`src/rtl/dispatch_rr.sv`:
```
// Dispatch stage: steers renamed instructions into per-FU FIFOs and drains one
// entry per cycle to its reservation station using round-robin arbitration.
module dispatch_rr #(
    parameter int NUM_FU    = 3,
    parameter int BUF_DEPTH = 2,
    parameter int NUM_CDB   = 3,
    parameter int PREG_W    = 7,
    parameter int ROB_W     = 5,
    parameter int PAYLOAD_W = 64
) (
    input  logic                        clk,
    input  logic                        reset,
    input  logic                        in_valid,
    output logic                        in_ready,
    input  logic [NUM_FU-1:0]           in_fu_sel,
    input  logic [PREG_W-1:0]           in_pd_new,
    input  logic [PREG_W-1:0]           in_pd_old,
    input  logic [PREG_W-1:0]           in_ps1,
    input  logic [PREG_W-1:0]           in_ps2,
    input  logic [31:0]                 in_pc,
    input  logic [ROB_W-1:0]            in_rob_tag,
    input  logic [PAYLOAD_W-1:0]        in_payload,
    output logic                        busy_valid,
    output logic [PREG_W-1:0]           busy_preg,
    output logic [NUM_FU-1:0]           rs_valid,
    input  logic [NUM_FU-1:0]           rs_ready,
    output logic [PREG_W-1:0]           rs_pd_new,
    output logic [PREG_W-1:0]           rs_ps1,
    output logic [PREG_W-1:0]           rs_ps2,
    output logic                        rs_ps1_ready,
    output logic                        rs_ps2_ready,
    output logic [ROB_W-1:0]            rs_rob_tag,
    output logic [31:0]                 rs_pc,
    output logic [PAYLOAD_W-1:0]        rs_payload,
    output logic [PREG_W-1:0]           query_ps1,
    output logic [PREG_W-1:0]           query_ps2,
    input  logic                        pr1_is_ready,
    input  logic                        pr2_is_ready,
    input  logic [NUM_CDB-1:0]          cdb_valid,
    input  logic [NUM_CDB*PREG_W-1:0]   cdb_preg,
    input  logic                        rob_full,
    output logic                        rob_we,
    output logic [PREG_W-1:0]           rob_pd_new,
    output logic [PREG_W-1:0]           rob_pd_old,
    output logic [31:0]                 rob_pc,
    input  logic                        mispredict,
    output logic                        sel_err
);

    localparam int PTR_W = (BUF_DEPTH > 1) ? $clog2(BUF_DEPTH) : 1;
    localparam int CNT_W = $clog2(BUF_DEPTH + 1);
    localparam int RR_W  = (NUM_FU > 1) ? $clog2(NUM_FU) : 1;

    typedef struct packed {
        logic [PREG_W-1:0]    pdNew;
        logic [PREG_W-1:0]    pdOld;
        logic [PREG_W-1:0]    ps1;
        logic [PREG_W-1:0]    ps2;
        logic [31:0]          pc;
        logic [ROB_W-1:0]     robTag;
        logic [PAYLOAD_W-1:0] payload;
    } entry_t;

    entry_t           r_mem   [NUM_FU][BUF_DEPTH];
    logic [PTR_W-1:0] r_wrPtr [NUM_FU];
    logic [PTR_W-1:0] r_rdPtr [NUM_FU];
    logic [CNT_W-1:0] r_count [NUM_FU];
    logic [RR_W-1:0]  r_rrPtr;

    logic              w_oneHot;
    logic              w_accept;
    logic [NUM_FU-1:0] w_notFull;
    logic [NUM_FU-1:0] w_eligible;
    logic [NUM_FU-1:0] w_push;
    logic [NUM_FU-1:0] w_pop;
    logic              w_grantValid;
    logic [RR_W-1:0]   w_grantIdx;
    int                w_scanIdx;
    entry_t            w_head;
    entry_t            w_newEntry;
    logic              w_hit1;
    logic              w_hit2;

    always_comb begin
        w_oneHot = (in_fu_sel != '0) && ((in_fu_sel & (in_fu_sel - NUM_FU'(1))) == '0);
        for (int i = 0; i < NUM_FU; i++) begin
            w_notFull[i]  = r_count[i] < CNT_W'(BUF_DEPTH);
            w_eligible[i] = (r_count[i] != '0) && rs_ready[i] && !rob_full && !mispredict;
        end
    end

    // Space check uses only registered counts, so a same-cycle drain never frees a slot.
    assign in_ready   = !mispredict && (!w_oneHot || |(in_fu_sel & w_notFull));
    assign w_accept   = in_valid && in_ready;
    assign w_push     = (w_accept && w_oneHot) ? in_fu_sel : '0;
    assign busy_valid = w_accept && w_oneHot && (in_pd_new != '0);
    assign busy_preg  = busy_valid ? in_pd_new : '0;
    assign sel_err    = w_accept && !w_oneHot;

    assign w_newEntry = '{pdNew: in_pd_new, pdOld: in_pd_old, ps1: in_ps1, ps2: in_ps2,
                          pc: in_pc, robTag: in_rob_tag, payload: in_payload};

    always_comb begin
        w_grantValid = 1'b0;
        w_grantIdx   = '0;
        w_scanIdx    = 0;
        for (int j = 0; j < NUM_FU; j++) begin
            w_scanIdx = int'(r_rrPtr) + j;
            if (w_scanIdx >= NUM_FU) w_scanIdx = w_scanIdx - NUM_FU;
            if (!w_grantValid && w_eligible[RR_W'(w_scanIdx)]) begin
                w_grantValid = 1'b1;
                w_grantIdx   = RR_W'(w_scanIdx);
            end
        end
        for (int i = 0; i < NUM_FU; i++) begin
            w_pop[i] = w_grantValid && (w_grantIdx == RR_W'(i));
        end
    end

    assign w_head = r_mem[w_grantIdx][r_rdPtr[w_grantIdx]];

    always_comb begin
        w_hit1 = 1'b0;
        w_hit2 = 1'b0;
        for (int k = 0; k < NUM_CDB; k++) begin
            if (cdb_valid[k] && (cdb_preg[k*PREG_W +: PREG_W] == w_head.ps1)) w_hit1 = 1'b1;
            if (cdb_valid[k] && (cdb_preg[k*PREG_W +: PREG_W] == w_head.ps2)) w_hit2 = 1'b1;
        end
    end

    assign rs_valid     = w_grantValid ? (NUM_FU'(1) << w_grantIdx) : '0;
    assign rob_we       = w_grantValid;
    assign rs_pd_new    = w_grantValid ? w_head.pdNew   : '0;
    assign rs_ps1       = w_grantValid ? w_head.ps1     : '0;
    assign rs_ps2       = w_grantValid ? w_head.ps2     : '0;
    assign rs_rob_tag   = w_grantValid ? w_head.robTag  : '0;
    assign rs_pc        = w_grantValid ? w_head.pc      : '0;
    assign rs_payload   = w_grantValid ? w_head.payload : '0;
    assign query_ps1    = rs_ps1;
    assign query_ps2    = rs_ps2;
    assign rob_pd_new   = rs_pd_new;
    assign rob_pd_old   = w_grantValid ? w_head.pdOld : '0;
    assign rob_pc       = rs_pc;
    assign rs_ps1_ready = w_grantValid && ((w_head.ps1 == '0) || pr1_is_ready || w_hit1);
    assign rs_ps2_ready = w_grantValid && ((w_head.ps2 == '0) || pr2_is_ready || w_hit2);

    // Flush clears occupancy but keeps the arbitration pointer where it was.
    always_ff @(posedge clk) begin
        if (reset) begin
            for (int i = 0; i < NUM_FU; i++) begin
                r_wrPtr[i] <= '0;
                r_rdPtr[i] <= '0;
                r_count[i] <= '0;
            end
            r_rrPtr <= '0;
        end else if (mispredict) begin
            for (int i = 0; i < NUM_FU; i++) begin
                r_wrPtr[i] <= '0;
                r_rdPtr[i] <= '0;
                r_count[i] <= '0;
            end
        end else begin
            for (int i = 0; i < NUM_FU; i++) begin
                if (w_push[i]) begin
                    r_mem[i][r_wrPtr[i]] <= w_newEntry;
                    r_wrPtr[i]           <= r_wrPtr[i] + PTR_W'(1);
                end
                if (w_pop[i]) r_rdPtr[i] <= r_rdPtr[i] + PTR_W'(1);
                if (w_push[i] && !w_pop[i]) r_count[i] <= r_count[i] + CNT_W'(1);
                else if (!w_push[i] && w_pop[i]) r_count[i] <= r_count[i] - CNT_W'(1);
            end
            if (w_grantValid) begin
                r_rrPtr <= (w_grantIdx == RR_W'(NUM_FU - 1)) ? '0 : w_grantIdx + RR_W'(1);
            end
        end
    end

endmodule
```
`config.mk`:
```
export PLATFORM = sky130hd
export DESIGN_NAME = dispatch_rr
export DESIGN_NICKNAME = d
export VERILOG_FILES = /design/src/rtl/dispatch_rr.sv
export SDC_FILE = /design/constraint.sdc
export NUM_CORES = 1
export LEC_CHECK = 0
export CORE_MARGIN = 3
export CORE_UTILIZATION = 60
export CTS_BUF_LIST = sky130_fd_sc_hd__clkbuf_16
export DETAILED_ROUTE_END_ITERATION = 10
export PLACE_DENSITY = 0.85
export SLEW_MARGIN = 5
export SYNTH_ARGS = -nofsm -noshare
export SYNTH_HDL_FRONTEND = slang
export SYNTH_SLANG_ARGS = --single-unit
```
`constraint.sdc`:
```
create_clock -name clk -period 16.38 [get_ports clk]
set_input_delay 2.457 -clock clk [delete_from_list [all_inputs] [get_ports clk]]
set_output_delay 2.457 -clock clk [all_outputs]
set_load 0.005 [all_outputs]
```
==> results of run 1 <==
synthesized netlist by cell type, types with 4 or more instances:
cell type / n
mux2i_4: 11
nand3_1: 4
inv_1: 37
buf_4: 54
o21ai_0: 7
a211oi_1: 30
nand2b_1: 29
xor2_1: 9
buf_2: 7
buf_1: 17
a221oi_1: 28
clkbuf_1: 125
nor4_1: 6
a21oi_1: 4
nand2_1: 18
xnor2_1: 39
a41oi_1: 29
edfxtp_1: 786
nor3_1: 232
and2_1: 13
nor2_1: 498
o22ai_1: 230
nand4_1: 6
layout by cell type (no fill, tap or decap), types with 9 or more instances in the layout:
master / synthesis / layout
mux2i_4: 11 / 11
o22ai_1: 230 / 230
nor2_1: 498 / 497
inv_1: 37 / 61
a41oi_1: 29 / 29
a211oi_1: 30 / 30
xnor2_1: 39 / 39
edfxtp_1: 786 / 786
xor2_1: 9 / 9
nand2b_1: 29 / 29
buf_4: 54 / 30
clkdlybuf4s50_1: 0 / 363
clkbuf_16: 0 / 81
a221oi_1: 28 / 28
nand2_1: 18 / 17
nor3_1: 232 / 232
and2_1: 13 / 9
clkinv_1: 0 / 16
sequential cells by signal (all words and copies together), names as in the netlist:
register,flops
r_mem,774
r_rdPtr,3
r_wrPtr,3
r_count,6
r_rrPtr,2
through the flow:
stage | utilization, % | total power, mW
after floorplan | - | 2.50
after global placement | 68.4 | 2.67
after detailed placement | 68.4 | 2.68
after CTS | 73.1 | 4.37
after global routing | 73.1 | 4.48
final | 73.1 | 4.36
layout make-up:
class / instances / area (um2) / area share, %
Antenna cell: 8 / 20.0 / 0.0529
Multi-Input combinational cell: 1237 / 6860 / 18.1
Sequential cell: 788 / 23600 / 62.5
Timing Repair Buffer: 393 / 3860 / 10.2
Tap cell: 680 / 851 / 2.25
Inverter: 38 / 143 / 0.377
Clock inverter: 56 / 408 / 1.08
Clock buffer: 81 / 2030 / 5.36
per-layer routing:
metal / vias to the layer above / GRT usage, % / routed length, um
li1: 9087 / - / -
met1: 10338 / 38.0 / 30500
met2: 1290 / 46.7 / 40300
met3: 179 / 5.73 / 7480
met4: 14 / 11.1 / 2200
met5: - / 0 / 88
critical path: stages:
cell	delay, ns
clkdlybuf4s50_1	0.58
or3b_4	0.50
a2111o_1	0.80
nand4_4	0.26
buf_4	0.73
inv_2	0.54
a221oi_4	1.00
buf_4	0.88
mux2i_2	0.53
xnor2_1	0.11
nor4_1	0.33
nand4_1	0.16
a41oi_2	0.25
clkdlybuf4s50_1	0.56
kinds of logic after synthesis:
kind of cell / synth area share, %
AO/OA/AOI/OAI: 7.72
buffers and inverters: 3.70
XOR/XNOR: 1.33
flip-flops: 74.8
multiplexers: 0.915
AND/OR/NAND/NOR: 11.4
adder cells (fa/ha/maj): 0.150
how the worst max path moves through the flow:
| stage | from | to | slack, ns | cells after the start |
|---|---|---|---|---|
| after global placement | mispredict | rs_ps1_ready | 4.27 | 14 |
| after global routing | mispredict | rs_ps1_ready | 3.85 | 14 |
| after detailed placement | mispredict | rs_ps1_ready | 4.22 | 14 |
| after CTS | mispredict | rs_ps1_ready | 4.22 | 14 |
| final | mispredict | rs_ps1_ready | 4.16 | 14 |
| after floorplan | in_fu_sel[2] | r_mem[2][0] | 6.78 | 8 |
power by group:
part	switching (mW)	leakage (nW)	internal (mW)	total [mW]
registers	0.00409	7.11	2.23	2.23
clock network	0.714	1.28	0.997	1.71
logic	0.243	3.83	0.169	0.412
total	0.961	12.2	3.40	4.36
==> results.cfg, run 1 <==
[synthesis]
synth_area_um2 = 31600
ys_seq_elements = 788
yosysUniqueCellTypes = 55
synth_flop_cell = edfxtp_1
synth_nets = 2439
ys_async_sr_fraction_pct = 0
synthCells = 2270
yosys_warnings = 0
synth-edff-count = 786
synth_top_area_share_pct = 74.7
synth-seq-area-share_pct = 74.8
synth_area_leader_cell = edfxtp_1
syn_area_per_cell_um2 = 13.9
ys_top_cells_by_area = edfxtp_1, nor2_1, o22ai_1, nor3_1, clkbuf_1

[sta]
hold_ws_ns = 0.527
hold_viol_final = 0
grt_setup_unrepaired = false
post-route-period-util_pct = 74.6
layout_min_cycle_time_ns = 12.22
fin_ws_ns = 4.16
max_freq_mhz = 81.8
tightest_slew_ns = 1.22
setup_tns_ns = 0
drv_slew = 0
fin_skew_ns = 0.0223
finalSetupViolations = 0
relSlewSlack_pct = 18.8

[clocking]
cts_root_buf = clkbuf_16
clk_pin_slew_ns = 0.06
htreeDepth = 3
cts_resized = 0
cts_tree = yes
cts_buffers = 77
ctsHoldBuffers = 0
cts.sinks = 788
clock_latency_ns = 0.61
clock_path_buffers = 3
post_cts_buffers = 0

[layout]
fillCellCount = 3021
nets = 2704
design_area_um2 = 37800
drive_gt1_share_pct = 6.29
area_delta_synth_final_pct = 19.6
layout.cells.non_filler = 3281

[place]
numPortBuffers = 363
place_ws_ns = 4.22
postPlaceCellArea_um2 = 35400
dpl.hpwl_mm = 44.3
gp_congestion = 0.908
dp_cells = 3136

[global_routing]
grt_usage_pct = 28.5
grt_pass1_vias = 21097
antenna_found_initial = 14
grt_overflow = 0
grt_pass1_wl_mm = 123
grt_max_degree = 101

[die]
dieArea_um2 = 55500
coreArea_um2 = 51700
start_util_pct = 61.1
die_width_um = 235
die_height_um = 235
io_pins = 364
rows = 83

[critical_path]
critPathMaxFanout = 69
crit_path_end_kind = primary output
cp.required_ns = 13.92
crit_type = in2out
r2r_end = r_mem[2][66]
r2r_start = r_count[1][1]
crit_arrival_ns = 9.76
reg2reg_slack_ns = 11.58
r2r_cells = 7
start_kind = primary input

[routing]
ant_nets = 0
routedWlPerCell_um = 24.6
drtIter0Drc = 2494
finalWirelength_mm = 80.7
first_pass_iters = 6
drc = 0
via_per_inst = 6.37
vias = 20908

[min_path]
hold_class = reg2reg
hold_depth = 2
hold_end = r_rrPtr[0]
min_from = r_rrPtr[0]

[outcome]
outcome = finished clean

[job]
max_cap_viol_count = 0

[pwr]
vdd_drop_max_mv = 0.0771
powerDensity_nw_per_um2 = 115
p_leak_nw = 12.2
Power figures use the tool's default switching activity.
==> run 2: changes to the inputs <==
--- a/config.mk
+++ b/config.mk
@@ -6,10 +6,10 @@
 export NUM_CORES = 1
 export LEC_CHECK = 0
 export CORE_MARGIN = 3
-export CORE_UTILIZATION = 60
+export CORE_UTILIZATION = 51
 export CTS_BUF_LIST = sky130_fd_sc_hd__clkbuf_16
 export DETAILED_ROUTE_END_ITERATION = 10
-export PLACE_DENSITY = 0.85
+export PLACE_DENSITY = 0.77
 export SLEW_MARGIN = 5
 export SYNTH_ARGS = -nofsm -noshare
 export SYNTH_HDL_FRONTEND = slang
==> constraint.sdc (replaced) <==
create_clock -name clk -period 10.8 [get_ports clk]
set_input_delay 1.62 -clock clk [delete_from_list [all_inputs] [get_ports clk]]
set_output_delay 1.62 -clock clk [all_outputs]
set_load 0.005 [all_outputs]
==> run 2 against run 1 <==
Clock skew increased by 0.0050 ns. Sequential power increased by 52%. Critical path depth decreased by 1. Register-to-register slack got worse by 5.2 ns. Utilization decreased by 11 points.
==> results.cfg, run 2 (same netlist as run 1, synthesis figures left out) <==
[layout]
largest_reg_flops = 774
final_cell_mix = edfxtp_1, nor2_1, clkdlybuf4s50_1
nets = 2704
area_delta_synth_final_pct = 20.1
final_common_cell = edfxtp_1
fillCellCount = 4363
design_area_um2 = 38000
drive_gt1_share_pct = 6.43

[sta]
grt_setup_unrepaired = false
max_freq_mhz = 112
setup_tns_ns = 0
tightest_slew_ns = 1.25
drv_slew = 0
layout_min_cycle_time_ns = 8.95
relSlewSlack_pct = 16.4
finalSetupViolations = 0
hold_viol_final = 0
post-route-period-util_pct = 82.9
fin_skew_ns = 0.0273

[die]
die_width_um = 255
start_util_pct = 52.0
rows = 90
die_height_um = 255
coreArea_um2 = 60800
io_pins = 364
dieArea_um2 = 65000

[pwr]
vdd_drop_max_mv = 0.126
p_leak_nw = 12.2
powerDensity_nw_per_um2 = 172

[global_routing]
grt_pass1_wl_mm = 118
grt_usage_pct = 23.6
grt_overflow = 0
grt_max_degree = 162
antenna_found_initial = 8
grt_pass1_vias = 20072

[critical_path]
cp.required_ns = 9.18
critPathMaxFanout = 55
cp_common_cell = clkdlybuf4s50_1
crit_type = in2out
start_kind = primary input
crit_arrival_ns = 7.33
cpLargestDelayFamily = buffers and inverters
max_stage_delay_ns = 0.89
critPathSlowestCell = buf_4
path_cells = clkdlybuf4s50_1 -> or3b_4 -> a2111o_1 -> nand4_4 -> inv_2 -> a221oi_4 -> buf_4 -> mux2i_2 -> xnor2_1 -> nor4_2 -> nand4_1 -> a41oi_2 -> clkdlybuf4s50_1
cp_num_buf_inv = 4
crit_path_end_kind = primary output

[routing]
vias = 20188
drc = 0
ant_nets = 0
first_pass_iters = 5
finalWirelength_mm = 78.4
via_per_inst = 5.96
drtIter0Drc = 1915
routedWlPerCell_um = 23.1

[clocking]
clock_path_buffers = 3
cts_buffers = 78
post_cts_buffers = 0
cts_resized = 0
htreeDepth = 3
cts_root_buf = clkbuf_16
clock_latency_ns = 0.62
cts.sinks = 788
cts_tree = yes
ctsHoldBuffers = 0
clk_pin_slew_ns = 0.06

[place]
gp_congestion = 0.832
postPlaceCellArea_um2 = 35500
numPortBuffers = 363
dpl.hpwl_mm = 43.7

[outcome]
outcome = finished clean

[min_path]
hold_class = reg2reg

[job]
max_cap_viol_count = 0
[run 2: worst min-delay path: stages (launching register included)]
cell and delay [ns]:
dfxtp_1 0.31, inv_1 0.08, a211oi_1 0.07
[run 2: metal layers]
| metal | GRT usage (%) | routed length, um | vias up |
|---|---|---|---|
| li1 | - | - | 9091 |
| met1 | 32.1 | 32200 | 10096 |
| met2 | 38.7 | 38400 | 860 |
| met3 | 4.51 | 5760 | 139 |
| met4 | 8.01 | 1980 | 2 |
| met5 | 0 | 13 | - |
[run 2: area by class of cell]
class	count	area (um2)	share of cell area [%]
Antenna cell	9	22.5	0.0593
Clock buffer	79	1980	5.21
Clock inverter	63	438	1.15
Inverter	38	143	0.376
Multi-Input combinational cell	1237	6860	18.1
Sequential cell	788	23600	62.3
Tap cell	782	978	2.58
Timing Repair Buffer	392	3890	10.2
[run 2: path summary, 6_finish.rpt]
path                 startpoint       endpoint  slack (ns)  cells past startpoint
setup / recovery     mispredict   rs_ps1_ready        1.85                     13
hold / removal       r_rrPtr[0]     r_rrPtr[0]        0.52                      2
setup reg to reg  r_count[1][1]  r_count[2][1]        6.42                     10
hold reg to reg      r_rrPtr[0]     r_rrPtr[0]        0.52                      2
[run 2: metrics by stage]
step                      power, mW  cells  hold slack (ns)  worst slack, ns  util, %
after CTS                      6.58   3379            0.510             1.92     62.4
after floorplan                3.79   2270            0.456             2.04        -
final                          6.53   3388            0.517             1.85     62.4
after global placement         4.06   3237            0.484             2.05     58.4
after global routing           6.74   3382            0.535             1.62     62.4
after detailed placement       4.07   3237            0.502             1.95     58.4
[run 2: report_power, final]
part | internal [mW] | leakage [nW] | switching (mW)
combinational | 0.258 | 3.84 | 0.362
sequential | 3.38 | 7.11 | 0.00590
clock | 1.43 | 1.25 | 1.10
total | 5.07 | 12.2 | 1.47
==> run 3: changes to the inputs <==
--- a/config.mk
+++ b/config.mk
@@ -6,10 +6,10 @@
 export NUM_CORES = 1
 export LEC_CHECK = 0
 export CORE_MARGIN = 3
-export CORE_UTILIZATION = 51
+export CORE_UTILIZATION = 56
 export CTS_BUF_LIST = sky130_fd_sc_hd__clkbuf_16
 export DETAILED_ROUTE_END_ITERATION = 10
-export PLACE_DENSITY = 0.77
+export PLACE_DENSITY = 0.8
 export SLEW_MARGIN = 5
 export SYNTH_ARGS = -nofsm -noshare
 export SYNTH_HDL_FRONTEND = slang
==> constraint.sdc (replaced) <==
create_clock -name clk -period 8.7 [get_ports clk]
set_input_delay 1.305 -clock clk [delete_from_list [all_inputs] [get_ports clk]]
set_output_delay 1.305 -clock clk [all_outputs]
set_load 0.005 [all_outputs]
==> run 3 against run 2 <==
Clock power up 24%. Combinational power up 25%. Utilization up 6.0 points. Largest power group unchanged. Cell area about the same. Largest cell class unchanged.
==> results.cfg, run 3 (same netlist as run 1, synthesis figures left out) <==
[die]
dieArea_um2 = 59300
die_width_um = 244
die_height_um = 244
rows = 86
coreArea_um2 = 55400
io_pins = 364
start_util_pct = 57.0

[sta]
drv_slew = 0
grt_setup_unrepaired = false
fin_skew_ns = 0.0160
setup_tns_ns = 0
finalSetupViolations = 0
fin_ws_ns = 1.21
hold_viol_final = 0
relSlewSlack_pct = 21.9
tightest_slew_ns = 1.17
layout_min_cycle_time_ns = 7.49
max_freq_mhz = 133
post-route-period-util_pct = 86.1

[routing]
drtIter0Drc = 2179
first_pass_iters = 5
via_per_inst = 6.04
vias = 20240
routedWlPerCell_um = 23.2
ant_nets = 0
finalWirelength_mm = 77.8
drc = 0

[pwr]
powerDensity_nw_per_um2 = 214
vdd_drop_max_mv = 0.179
p_leak_nw = 12.2

[place]
numPortBuffers = 363
gp_congestion = 0.949
dpl.hpwl_mm = 42.4
place_ws_ns = 1.33

[clocking]
clk_pin_slew_ns = 0.06
clock_path_buffers = 3
cts_resized = 0
clock_latency_ns = 0.61
ctsHoldBuffers = 0
post_cts_buffers = 0
cts_tree = yes
htreeDepth = 3
cts_root_buf = clkbuf_16
cts_buffers = 75
cts.sinks = 788

[global_routing]
grt_overflow = 0
grt_max_degree = 173
antenna_found_initial = 15
grt_usage_pct = 25.8
grt_pass1_wl_mm = 118
grt_pass1_vias = 20226

[layout]
area_delta_synth_final_pct = 20.0
nets = 2706
final_cell_mix = edfxtp_1, nor2_1, clkdlybuf4s50_1
fillCellCount = 3626
final_common_cell = edfxtp_1
largest_reg_flops = 774
drive_gt1_share_pct = 6.63

[critical_path]
start_kind = primary input
crit_type = in2out
cp.required_ns = 7.39
crit_arrival_ns = 6.19
crit_path_end_kind = primary output
critPathMaxFanout = 163

[outcome]
outcome = finished clean

[min_path]
hold_class = reg2reg

[job]
max_cap_viol_count = 0
==> run 3: changes by cell type in the layout (fill, tap and decap cells not counted), sizes merged <==
cell,change
clkbuf,-3
diode,-1
clkinv,+1
inv,-4
buf,+5
bufinv,+3
clkinvlp,-3
==> run 3: layout make-up <==
type	instances	area (um2)	area share, %
Clock buffer	76	1900	5.02
Antenna cell	8	20.0	0.0528
Clock inverter	60	465	1.23
Multi-Input combinational cell	1237	6860	18.1
Sequential cell	788	23600	62.3
Tap cell	748	936	2.47
Timing Repair Buffer	397	3950	10.4
Inverter	38	143	0.376
==> run 3: where the power goes <==
group / total, mW / switching, mW / internal, mW
Clock: 3.13 / 1.33 / 1.80
Sequential: 4.20 / 0.00723 / 4.20
Combinational: 0.772 / 0.450 / 0.321
Total: 8.10 / 1.79 / 6.31
==> run 3: stage by stage <==
step                      hold WS [ns]  total power, mW  std cells  area, um2  util [%]
after floorplan                  0.456             4.70       2270      31600         -
after global placement           0.487             5.03       3208      35500      64.1
after detailed placement         0.500             5.05       3208      35500      64.1
after CTS                        0.513             8.14       3344      37900      68.4
after global routing             0.550             8.37       3349      37900      68.4
final                            0.520             8.10       3352      37900      68.4
==> run 3: layer usage <==
layer,share of wire [%],up-vias,GRT usage (%)
met5,0.13,-,0
met4,2.9,14,9.17
met3,8.9,152,5.98
met2,49,1044,41.8
met1,40,9933,34.5
li1,-,9097,-
==> run 3: worst paths after layout <==
check / depth (start not counted) / slack, ns / start / to
hold / removal: 2 / 0.52 / r_rrPtr[0] / r_rrPtr[0]
setup / recovery: 13 / 1.21 / mispredict / rob_pc[14]
setup reg to reg: 11 / 4.27 / r_count[1][1] / r_count[2][1]
hold reg to reg: 2 / 0.52 / r_rrPtr[0] / r_rrPtr[0]
==> run 3: critical path, cell delays in order <==
cell and delay (ns):
clkdlybuf4s50_1 0.57, nor4b_4 0.32, buf_4 0.39, o21ai_2 0.10, buf_4 0.25, nand4_4 0.16
buf_12 0.62, buf_4 0.82, o22ai_1 0.17, nor3_1 0.43, nor2_1 0.12, nor2_1 0.18
clkdlybuf4s50_1 0.55
